[src/rtl/phase_gen.sv]
// Phase generator: divides clk by a programmable divisor and steps an
// Q_W-bit phase quotient that drives a waveshaper. New divisors taken while
// running are held back until the phase wraps so a period is never split.
module phase_gen #(
   parameter int DIV_W = 16,
   parameter int Q_W   = 8
) (
   input  logic             clk,
   input  logic             rst,
   input  logic             en,
   input  logic             note_on,
   input  logic [DIV_W-1:0] divisor,
   input  logic             div_load,
   output logic [Q_W-1:0]   quotient,
   output logic             step,
   output logic             wrap,
   output logic             pending
);

   typedef enum logic {
      IDLE = 1'b0,
      RUN  = 1'b1
   } state_t;

   localparam logic [Q_W-1:0]   Q_MAX   = '1;
   localparam logic [DIV_W-1:0] DIV_ONE = DIV_W'(1);

   state_t           state_q, state_d;
   logic [DIV_W-1:0] cnt_q, cnt_d;          // cycles elapsed in current step
   logic [DIV_W-1:0] div_q, div_d;          // active divisor
   logic [DIV_W-1:0] pend_div_q, pend_div_d;// divisor waiting for a wrap
   logic             pend_q, pend_d;
   logic [Q_W-1:0]   quot_q, quot_d;
   logic             step_q, step_d;
   logic             wrap_q, wrap_d;

   logic             stepping;
   logic             at_top;

   // Next-state logic for the oscillator, divisor handoff and output pulses.
   always_comb begin
      // NOTE: every signal driven here gets a default first, so no path can
      // leave one unassigned and infer a latch.
      state_d    = state_q;
      cnt_d      = cnt_q;
      div_d      = div_q;
      pend_div_d = pend_div_q;
      pend_d     = pend_q;
      quot_d     = quot_q;
      step_d     = 1'b0;
      wrap_d     = 1'b0;
      stepping   = 1'b0;
      at_top     = (quot_q == Q_MAX);

      if (!en) begin
         // Disable wins over everything: drop to IDLE and forget any
         // divisor that was still waiting for a wrap.
         state_d    = IDLE;
         cnt_d      = '0;
         quot_d     = '0;
         pend_d     = 1'b0;
         pend_div_d = '0;
         if (div_load) begin
            div_d = divisor;
         end
      end else if (state_q == IDLE) begin
         // Nothing is playing yet, so a load can take effect directly.
         state_d = RUN;
         cnt_d   = '0;
         quot_d  = '0;
         pend_d  = 1'b0;
         if (div_load) begin
            div_d = divisor;
         end
      end else if (note_on) begin
         // Restart the phase; a fresh note is a safe point to switch pitch.
         cnt_d  = '0;
         quot_d = '0;
         pend_d = 1'b0;
         if (div_load) begin
            div_d = divisor;
         end else if (pend_q) begin
            div_d = pend_div_q;
         end
      end else begin
         // Divisor 0 is silence: counter and phase simply hold.
         stepping = (div_q != '0) && (cnt_q >= div_q - DIV_ONE);
         if (stepping) begin
            cnt_d  = '0;
            quot_d = quot_q + Q_W'(1);
            step_d = 1'b1;
            wrap_d = at_top;
         end else if (div_q != '0) begin
            cnt_d = cnt_q + DIV_ONE;
         end

         if (stepping && at_top) begin
            // Period boundary: swap in the newest divisor available.
            if (div_load) begin
               div_d  = divisor;
               pend_d = 1'b0;
            end else if (pend_q) begin
               div_d  = pend_div_q;
               pend_d = 1'b0;
            end
         end else if (div_load) begin
            pend_div_d = divisor;
            pend_d     = 1'b1;
         end
      end
   end

   // State, counters and registered outputs; reset clears everything at once.
   always_ff @(posedge clk or posedge rst) begin
      if (rst) begin
         state_q    <= IDLE;
         cnt_q      <= '0;
         div_q      <= '0;
         pend_div_q <= '0;
         pend_q     <= 1'b0;
         quot_q     <= '0;
         step_q     <= 1'b0;
         wrap_q     <= 1'b0;
      end else begin
         // NOTE: non-blocking assignments so every register samples the
         // pre-edge value of the others, independent of statement order.
         state_q    <= state_d;
         cnt_q      <= cnt_d;
         div_q      <= div_d;
         pend_div_q <= pend_div_d;
         pend_q     <= pend_d;
         quot_q     <= quot_d;
         step_q     <= step_d;
         wrap_q     <= wrap_d;
      end
   end

   assign quotient = quot_q;
   assign step     = step_q;
   assign wrap     = wrap_q;
   assign pending  = pend_q;

endmodule

[config.mk]
export PLATFORM = sky130hd
export DESIGN_NAME = phase_gen
export DESIGN_NICKNAME = d
export VERILOG_FILES = /design/src/rtl/phase_gen.sv
export SDC_FILE = /design/constraint.sdc
export NUM_CORES = 1
export LEC_CHECK = 0
export ABC_AREA = 0
export CORE_ASPECT_RATIO = 1.4
export CORE_MARGIN = 5
export CORE_UTILIZATION = 35
export DETAILED_ROUTE_END_ITERATION = 10
export PLACE_DENSITY = 0.56
export SYNTH_ARGS = -nofsm -noshare
export SYNTH_HDL_FRONTEND = slang
export SYNTH_SLANG_ARGS = --single-unit
[constraint.sdc]
create_clock -name clk -period 5 [get_ports clk]
set_input_delay 1 -clock clk [delete_from_list [all_inputs] [get_ports clk]]
set_output_delay 1 -clock clk [all_outputs]
set_load 0.05 [all_outputs]
==> run_results.csv, run 1 <==
group,metric,value,unit
critical_path,worstSetupStartpointType,"register",
critical_path,arrival,4780,ps
final_layout,final_area,4350,sq um
critical_path,critPathCaptureType,"register",
pwr,total_power,1.30,mW
grt,grt_pass1_vias,2717,
final_layout,layout_common_cells,"dfrtp_1, nor2_1, clkdlybuf4s50_1",
final_layout,layout-drive-gt1-share,0.104,
clock_network,cts_buffers,9,
synthesis,yosysSeqAreaShare,0.416,
drt,wire_per_inst,14.2,um
grt,grt_pass1_wl,12800,um
die,fp.dieArea,12500,sq um
place,placed_area,4060,sq um
drt,ant_nets,0,
place,gp_congestion,0.787,
clock_network,postCtsSetupBuffers,0,
clock_network,clkTransAtPathRegs,50,ps
drt,drcViolationCount,0,
critical_path,critPathRequiredTime,5210,ps
synthesis,ys.flop_type,"dfrtp_1",
pwr,ir_worst_vdd,0.000164,V
final_layout,nNetsFinal,439,
critical_path,cp_max_fo,45,
drt,finalWirelength,7700,um
final_layout,final_common_cell,"dfrtp_1",
timing,hold_violations,0,
die,ios,32,
synthesis,synth-edff-count,0,
timing,fin_worst_skew,7.92,ps
drt,viasPerCell,4.89,
timing,min_period,4570,ps
final_layout,final_cells,541,
synthesis,syn_inst,368,
synthesis,synth_area,3610,sq um
grt,antenna_found_initial,0,
status,outcome,"complete, no violations",
clock_network,cts_tree,"done",
final_layout,diodes,0,
clock_network,cts_buffer_depth,2,
synthesis,yosys_register_bits,60,
pwr,leakagePower,1.77,nW
die,num_rows,44,
critical_path,setup.worst_path.class,"reg -> reg",
clock_network,hold_buffers,0,
synthesis,synth.avg_cell_area,9.82,sq um
critical_path,cp_num_buf_inv,1,
critical_path,cpMostUsedCell,"nor3_1",
timing,finalSetupViolations,0,
grt,gr-total-overflow,0,
clock_network,clock_sinks,60,
grt,grt_usage,0.134,
synthesis,synth_cell_types,47,
place,hpwl,5520,um
drt,drtIter0Drc,124,
place,dpl.cell_count,525,
grt,grt_max_degree,57,
timing,setup_tns,0,ps
critical_path,crit_chain,"or4_4 -> nor3_1 -> nand2_1 -> or3_1 -> nor3_1 -> xnor2_1 -> ha_1 -> nand4_1 -> nor3_1 -> or4b_1 -> and3_1 -> o311ai_4 -> buf_4 -> a31oi_1 -> o221a_2",
synthesis,synth_nets,409,
run,timing.max_cap.violations,0,
pwr,powerDensity,298,nW/um^2
synthesis,synthArstFlopShare,1.00,
die,initial_utilization,0.353,
final_layout,area_growth,20.3,%
clock_network,postCtsResizedCells,0,
place,io_buffer_count,31,
clock_network,clk-insertion-delay-late,330,ps
clock_network,ctsRootBufferMaster,"clkbuf_16",
drt,via_count,2644,
critical_path,slowest_delay,560,ps
die,coreArea,10200,sq um
drt,dr.pass1.iters,4,
min_path,hold_path.class,"reg -> reg",
timing,slew_violations,0,
die,die_w,95.9,um
clock_network,h-tree-depth,3,
critical_path,cpLargestDelayFamily,"simple AND/OR/NAND/NOR gates",
die,die_h,130,um
timing,fin_crit_sh,0.914,
timing,slew-limit-headroom,0.259,
timing,max_freq,219,MHz
final_layout,final_util,0.425,
timing,rsz0062_at_grt,"false",
synthesis,yosysWarnings,0,
critical_path,crit_slowest_cell,"or4_4",
timing,worst_pin_slew,1110,ps
final_layout,fillers,1027,
state kept, by name (all words and copies together), names as in the netlist:
| register | cells |
|---|---|
| cnt_q | 16 |
| step | 1 |
| quotient | 8 |
| pending | 1 |
| wrap | 1 |
| div_q | 16 |
| state_q | 1 |
| pend_div_q | 16 |
worst register-to-register path, stage by stage (launching register included):
cell and delay [ps]:
dfrtp_1 420, or4_4 560, nor3_1 240, nand2_1 120, or3_1 360, nor3_1 190
xnor2_1 100, ha_1 300, nand4_1 110, nor3_1 240, or4b_1 500, and3_1 210
o311ai_4 260, buf_4 430, a31oi_1 160, o221a_2 250
Yosys cell counts (all sizes together), types with 4 or more instances:
library cell / n / area share
nor2: 47 / 0.051
mux2i: 18 / 0.050
dfrtp: 60 / 0.42
clkbuf: 14 / 0.015
nand3: 6 / 0.0083
a21oi: 4 / 0.0055
nand3b: 15 / 0.031
nand4: 7 / 0.012
nor2b: 17 / 0.029
ha: 20 / 0.069
buf: 4 / 0.010
inv: 20 / 0.021
nand2: 18 / 0.019
xnor2: 13 / 0.032
and3: 9 / 0.016
o221a: 14 / 0.044
xor2: 22 / 0.053
o21ai: 5 / 0.0069
a31oi: 15 / 0.028
nor3: 9 / 0.012
metrics by stage:
step / setup WS, ps / hold slack [ps]
floorplan: 703 / 507
CTS: 423 / 548
global route: 106 / 571
finish: 432 / 542
global placement: 546 / 527
detailed placement: 431 / 533
report_power, final:
part / switching (mW) / internal [mW]
clock: 0.209 / 0.382
sequential: 0.0319 / 0.509
combinational: 0.0821 / 0.0826
kinds of logic after synthesis:
group / Yosys count / synth area share
and+or+nand+nor: 145 / 0.214
DFF: 60 / 0.416
AOI/OAI and AO/OA: 52 / 0.121
buffers and inverters: 38 / 0.0454
xor gates and xnor gates: 35 / 0.0848
adders and majority gates: 20 / 0.0693
muxes: 18 / 0.0499
worst paths after layout:
kind / from / to / slack [ps] / cells after the start
max: div_q[7] / div_q[0] / 430 / 15
min: pend_div_q[5] / pend_div_q[5] / 540 / 2
max reg2reg: div_q[7] / div_q[0] / 430 / 15
min reg2reg: pend_div_q[5] / pend_div_q[5] / 540 / 2
max in group asynchronous: rst / cnt_q[0] / 3230 / 3
min in group asynchronous: rst / wrap / 850 / 2
metal layers:
layer  global-route usage  vias to the layer above  wire, um
met4               0.0544                        0       133
met5                    0                        -         0
li1                     -                     1359         -
met2                0.231                       19      3990
met1                0.158                     1257      3420
met3               0.0329                        9       155
layout make-up:
class,instances,area [sq um],share of cell area
Tap cell,138,173,0.0397
Inverter,20,75.1,0.0173
Timing Repair Buffer,37,355,0.0817
Clock buffer,11,233,0.0535
Sequential cell,60,1500,0.345
Multi-Input combinational cell,270,1960,0.450
Clock inverter,5,52.6,0.0121
No activity file was read; power rests on OpenSTA's default activity.
==> run 2: changes to the inputs <==
==> constraint.sdc (replaced) <==
create_clock -name clk -period 5.4 [get_ports clk]
set_input_delay 1.08 -clock clk [delete_from_list [all_inputs] [get_ports clk]]
set_output_delay 1.08 -clock clk [all_outputs]
set_load 0.05 [all_outputs]
==> run_results.csv, run 2 (synthesized netlist as in run 1, its figures left out) <==
group,metric,value,unit
clock_network,clkTransAtPathRegs,50,ps
pwr,powerDensity,268,nW/um^2
final_layout,reg_top3,"cnt_q: 16 flops, div_q: 16 flops, pend_div_q: 16 flops",
status,outcome,"complete, no violations",
drt,drtIter0Drc,72,
drt,drcViolationCount,0,
place,gp_congestion,0.776,
clock_network,postCtsResizedCells,0,
clock_network,clk-insertion-delay-late,330,ps
die,die_w,95.9,um
timing,fin_worst_skew,6.15,ps
final_layout,final_cells,538,
grt,antenna_found_initial,0,
place,io_buffer_count,31,
min_path,hold_path.class,"reg -> reg",
run,timing.max_cap.violations,0,
critical_path,critPathRequiredTime,5610,ps
timing,hold_violations,0,
die,die_h,130,um
final_layout,final_util,0.421,
final_layout,final_common_cell,"dfrtp_1",
critical_path,setup.worst_path.class,"reg -> reg",
pwr,leakagePower,1.75,nW
final_layout,final_area,4310,sq um
clock_network,cts_buffer_depth,2,
place,hpwl,5430,um
clock_network,cts_buffers,9,
die,ios,32,
timing,worst_pin_slew,1130,ps
timing,slew-limit-headroom,0.246,
critical_path,reg2regPathDepth,15,
clock_network,h-tree-depth,3,
drt,viasPerCell,4.90,
min_path,hold_path_depth,2,
drt,via_count,2637,
die,fp.dieArea,12500,sq um
grt,grt_usage,0.139,
final_layout,layout_common_cells,"dfrtp_1, nor2_1, clkdlybuf4s50_1",
timing,min_period,4560,ps
pwr,total_power,1.16,mW
die,num_rows,44,
final_layout,area_growth,19.4,%
timing,rsz0062_at_grt,"false",
critical_path,timing.critical_path.from,"div_q[6]",
grt,grt_max_degree,61,
die,initial_utilization,0.353,
pwr,ir_worst_vdd,0.000209,V
drt,wire_per_inst,14.2,um
grt,gr-total-overflow,0,
grt,grt_pass1_wl,13300,um
drt,dr.pass1.iters,4,
critical_path,reg2reg_from,"div_q[6]",
timing,finalSetupViolations,0,
drt,finalWirelength,7630,um
final_layout,nNetsFinal,438,
timing,setup_tns,0,ps
clock_network,postCtsSetupBuffers,0,
min_path,hp-start,"pend_div_q[7]",
critical_path,cp_max_fo,45,
final_layout,diodes,0,
final_layout,layout-drive-gt1-share,0.100,
place,dpl.cell_count,524,
timing,fin_crit_sh,0.844,
critical_path,arrival,4770,ps
clock_network,ctsRootBufferMaster,"clkbuf_16",
timing,max_freq,219,MHz
timing,slew_violations,0,
die,coreArea,10200,sq um
clock_network,cts_tree,"done",
critical_path,critPathCaptureType,"register",
drt,ant_nets,0,
clock_network,clock_sinks,60,
clock_network,hold_buffers,0,
grt,grt_pass1_vias,2763,
place,placed_area,4060,sq um
critical_path,worstSetupStartpointType,"register",
[run 2: worst paths after layout]
check                      slack [ps]            end
max in group asynchronous        3590       cnt_q[0]
setup reg to reg                  840       div_q[8]
min in group asynchronous        1300    quotient[5]
hold / removal                    540  pend_div_q[7]
setup / recovery                  840       div_q[8]
hold reg to reg                   540  pend_div_q[7]
[run 2: cell type report]
type,count,area (sq um)
inverters,20,75.1
fillers,1049,5930
clock buffers,11,243
flip-flops and latches,60,1500
repair buffers,36,348
clock inverters,3,15.0
multi-input cells,270,1960
well taps,138,173
[run 2: routing by layer]
metal / part of all wire / up-vias / track usage / routed length [um]
met4: 0.033 / 0 / 0.0838 / 248
met1: 0.44 / 1258 / 0.164 / 3390
li1: - / 1342 / - / -
met2: 0.51 / 24 / 0.233 / 3880
met3: 0.014 / 13 / 0.0219 / 107
met5: 0 / - / 0 / 0
[run 2: worst max-delay path, stage by stage (launching register included)]
cell	delay [ps]
dfrtp_1	440
or4_4	550
nor3_1	240
nand2_1	120
or3_1	350
nor3_1	180
xnor2_1	110
ha_1	310
nand4_1	110
nor3_1	230
or4b_1	490
and3_1	210
o311ai_4	260
buf_4	430
a31oi_1	150
o221a_2	260
[run 2: through the flow]
stage	setup slack, ps	hold WS [ps]
after floorplan	1100	507
after global placement	939	526
after detailed placement	840	530
after CTS	812	547
after global routing	493	567
final	840	542
[run 2: power breakdown]
part	internal [mW]	switching, mW	total, mW
clock	0.314	0.189	0.504
combinational	0.0756	0.0755	0.151
sequential	0.471	0.0297	0.501
==> run 3: changes to the inputs <==
==> constraint.sdc (replaced) <==
create_clock -name clk -period 4.6 [get_ports clk]
set_input_delay 0.92 -clock clk [delete_from_list [all_inputs] [get_ports clk]]
set_output_delay 0.92 -clock clk [all_outputs]
set_load 0.05 [all_outputs]
==> run_results.csv, run 3 (synthesized netlist as in run 1, its figures left out) <==
group,metric,value,unit
timing,max_freq,231,MHz
die,coreArea,10200,sq um
clock_network,clk-insertion-delay-late,330,ps
critical_path,cpMostUsedCell,"nor3_2",
die,fp.dieArea,12500,sq um
critical_path,arrival,4550,ps
critical_path,crit_chain,"or4_4 -> nor3_2 -> nand2_1 -> or3_1 -> nor3_1 -> xnor2_1 -> ha_1 -> nand4_1 -> nor3_2 -> or4b_1 -> and3_1 -> o311ai_4 -> buf_4 -> clkbuf_16 -> nand3b_1 -> o221a_2",
clock_network,cts_buffers,9,
drt,drcViolationCount,0,
final_layout,diodes,0,
critical_path,critPathCaptureType,"register",
critical_path,cp_num_cells,16,
timing,worst_pin_slew,832,ps
pwr,ir_worst_vdd,0.000202,V
timing,slew_violations,0,
min_path,hold_path_depth,2,
timing,fin_crit_sh,0.943,
grt,grt_pass1_wl,13200,um
clock_network,clkTransAtPathRegs,50,ps
clock_network,cts_tree,"done",
timing,slew-limit-headroom,0.444,
grt,met3_usage,0.0317,
min_path,hold-path-endpoint,"pend_div_q[4]",
critical_path,cp_max_fo,22,
grt,grt_usage,0.137,
critical_path,rrSetupSlack,260,ps
critical_path,reg2regPathDepth,16,
timing,min_period,4340,ps
clock_network,clock_sinks,60,
drt,ant_nets,0,
critical_path,rr_endpoint,"div_q[0]",
place,hpwl,5540,um
clock_network,cts_buffer_depth,2,
final_layout,regArea,1500,sq um
drt,drtIter0Drc,73,
die,die_h,130,um
critical_path,crit_slowest_cell,"or4_4",
final_layout,nNetsFinal,443,
critical_path,cpLargestDelayFamily,"simple AND/OR/NAND/NOR gates",
clock_network,h-tree-depth,3,
pwr,leakagePower,1.81,nW
die,die_w,95.9,um
critical_path,slowest_delay,570,ps
drt,finalWirelength,7940,um
clock_network,ctsRootBufferMaster,"clkbuf_16",
final_layout,final_cells,544,
final_layout,reg_top3,"cnt_q: 16 flops, div_q: 16 flops, pend_div_q: 16 flops",
drt,via_count,2707,
critical_path,critPathRequiredTime,4810,ps
grt,grt-busiest-layer,"met2",
pwr,powerDensity,324,nW/um^2
drt,viasPerCell,4.98,
grt,grt_pass1_vias,2605,
min_path,hold_path.class,"reg -> reg",
drt,wire_per_inst,14.6,um
critical_path,reg2reg_from,"div_q[7]",
critical_path,cp_num_buf_inv,2,
grt,gr-total-overflow,0,
clock_network,hold_buffers,0,
timing,setup_tns,0,ps
final_layout,area_growth,22.8,%
final_layout,layout_common_cells,"dfrtp_1, nor2_1, clkdlybuf4s50_1",
min_path,hp-start,"pend_div_q[4]",
place,gp_congestion,0.780,
grt,grtUsageMet1,0.175,
final_layout,layout-drive-gt1-share,0.121,
status,outcome,"complete, no violations",
die,initial_utilization,0.353,
critical_path,setup.worst_path.class,"reg -> reg",
critical_path,worstSetupStartpointType,"register",
drt,dr.pass1.iters,4,
final_layout,fillers,1035,
place,dpl.cell_count,526,
timing,fin_worst_skew,7.32,ps
final_layout,multiInputGateArea,1970,sq um
timing,finalSetupViolations,0,
grt,use_met2,0.222,
final_layout,final_common_cell,"dfrtp_1",
die,ios,32,
run,timing.max_cap.violations,0,
place,io_buffer_count,31,
grt,antenna_found_initial,0,
die,num_rows,44,
grt,grt_max_degree,46,
timing,hold_violations,0,
[run 3: where the power goes]
group	total, mW	internal (mW)	switching (mW)
logic	0.187	0.0953	0.0913
clock network	0.660	0.427	0.233
registers	0.589	0.553	0.0356
[run 3: metrics by stage]
step                 util  setup slack (ps)  cell area (sq um)  hold slack [ps]  power, mW
CTS                 0.427              63.1               4370              546       1.44
global route        0.433             -35.8               4440              565       1.50
detailed placement  0.399              78.5               4080              532      0.779
floorplan               -               303               3610              507      0.717
finish              0.433               263               4440              540       1.44
global placement    0.399               150               4080              525      0.775
[run 3: worst max path at each step]
stage | start | to | slack (ps)
2_1_floorplan | div_q[7] | div_q[3] | 300
3_3_place_gp | div_q[6] | div_q[0] | 150
3_5_place_dp | div_q[7] | div_q[7] | 80
4_1_cts | div_q[7] | div_q[0] | 60
5_1_grt | div_q[7] | div_q[11] | -40
6_report | div_q[7] | div_q[0] | 260
[run 3: tightest hold or removal path, stage by stage, from the launching register on]
cell	delay (ps)
dfrtp_1	340
mux2i_1	60
nor2b_1	100
[run 3: final cells by class]
type,instances,share of cell area
clock inverters,5,0.0118
inverters,20,0.0169
multi-input cells,270,0.444
well taps,138,0.0389
clock buffers,10,0.0539
repair buffers,41,0.0964
flip-flops and latches,60,0.338
[run 3: what timing repair did]
action	CTS	global route
buffers inserted	0	2
setup endpoints to repair	0	38
gates resized for setup	0	2
[run 3: per-layer routing]
layer / vias up / share of wire
li1: 1365 / -
met1: 1295 / 0.44
met2: 35 / 0.51
met3: 12 / 0.025
met4: 0 / 0.022
met5: - / 0
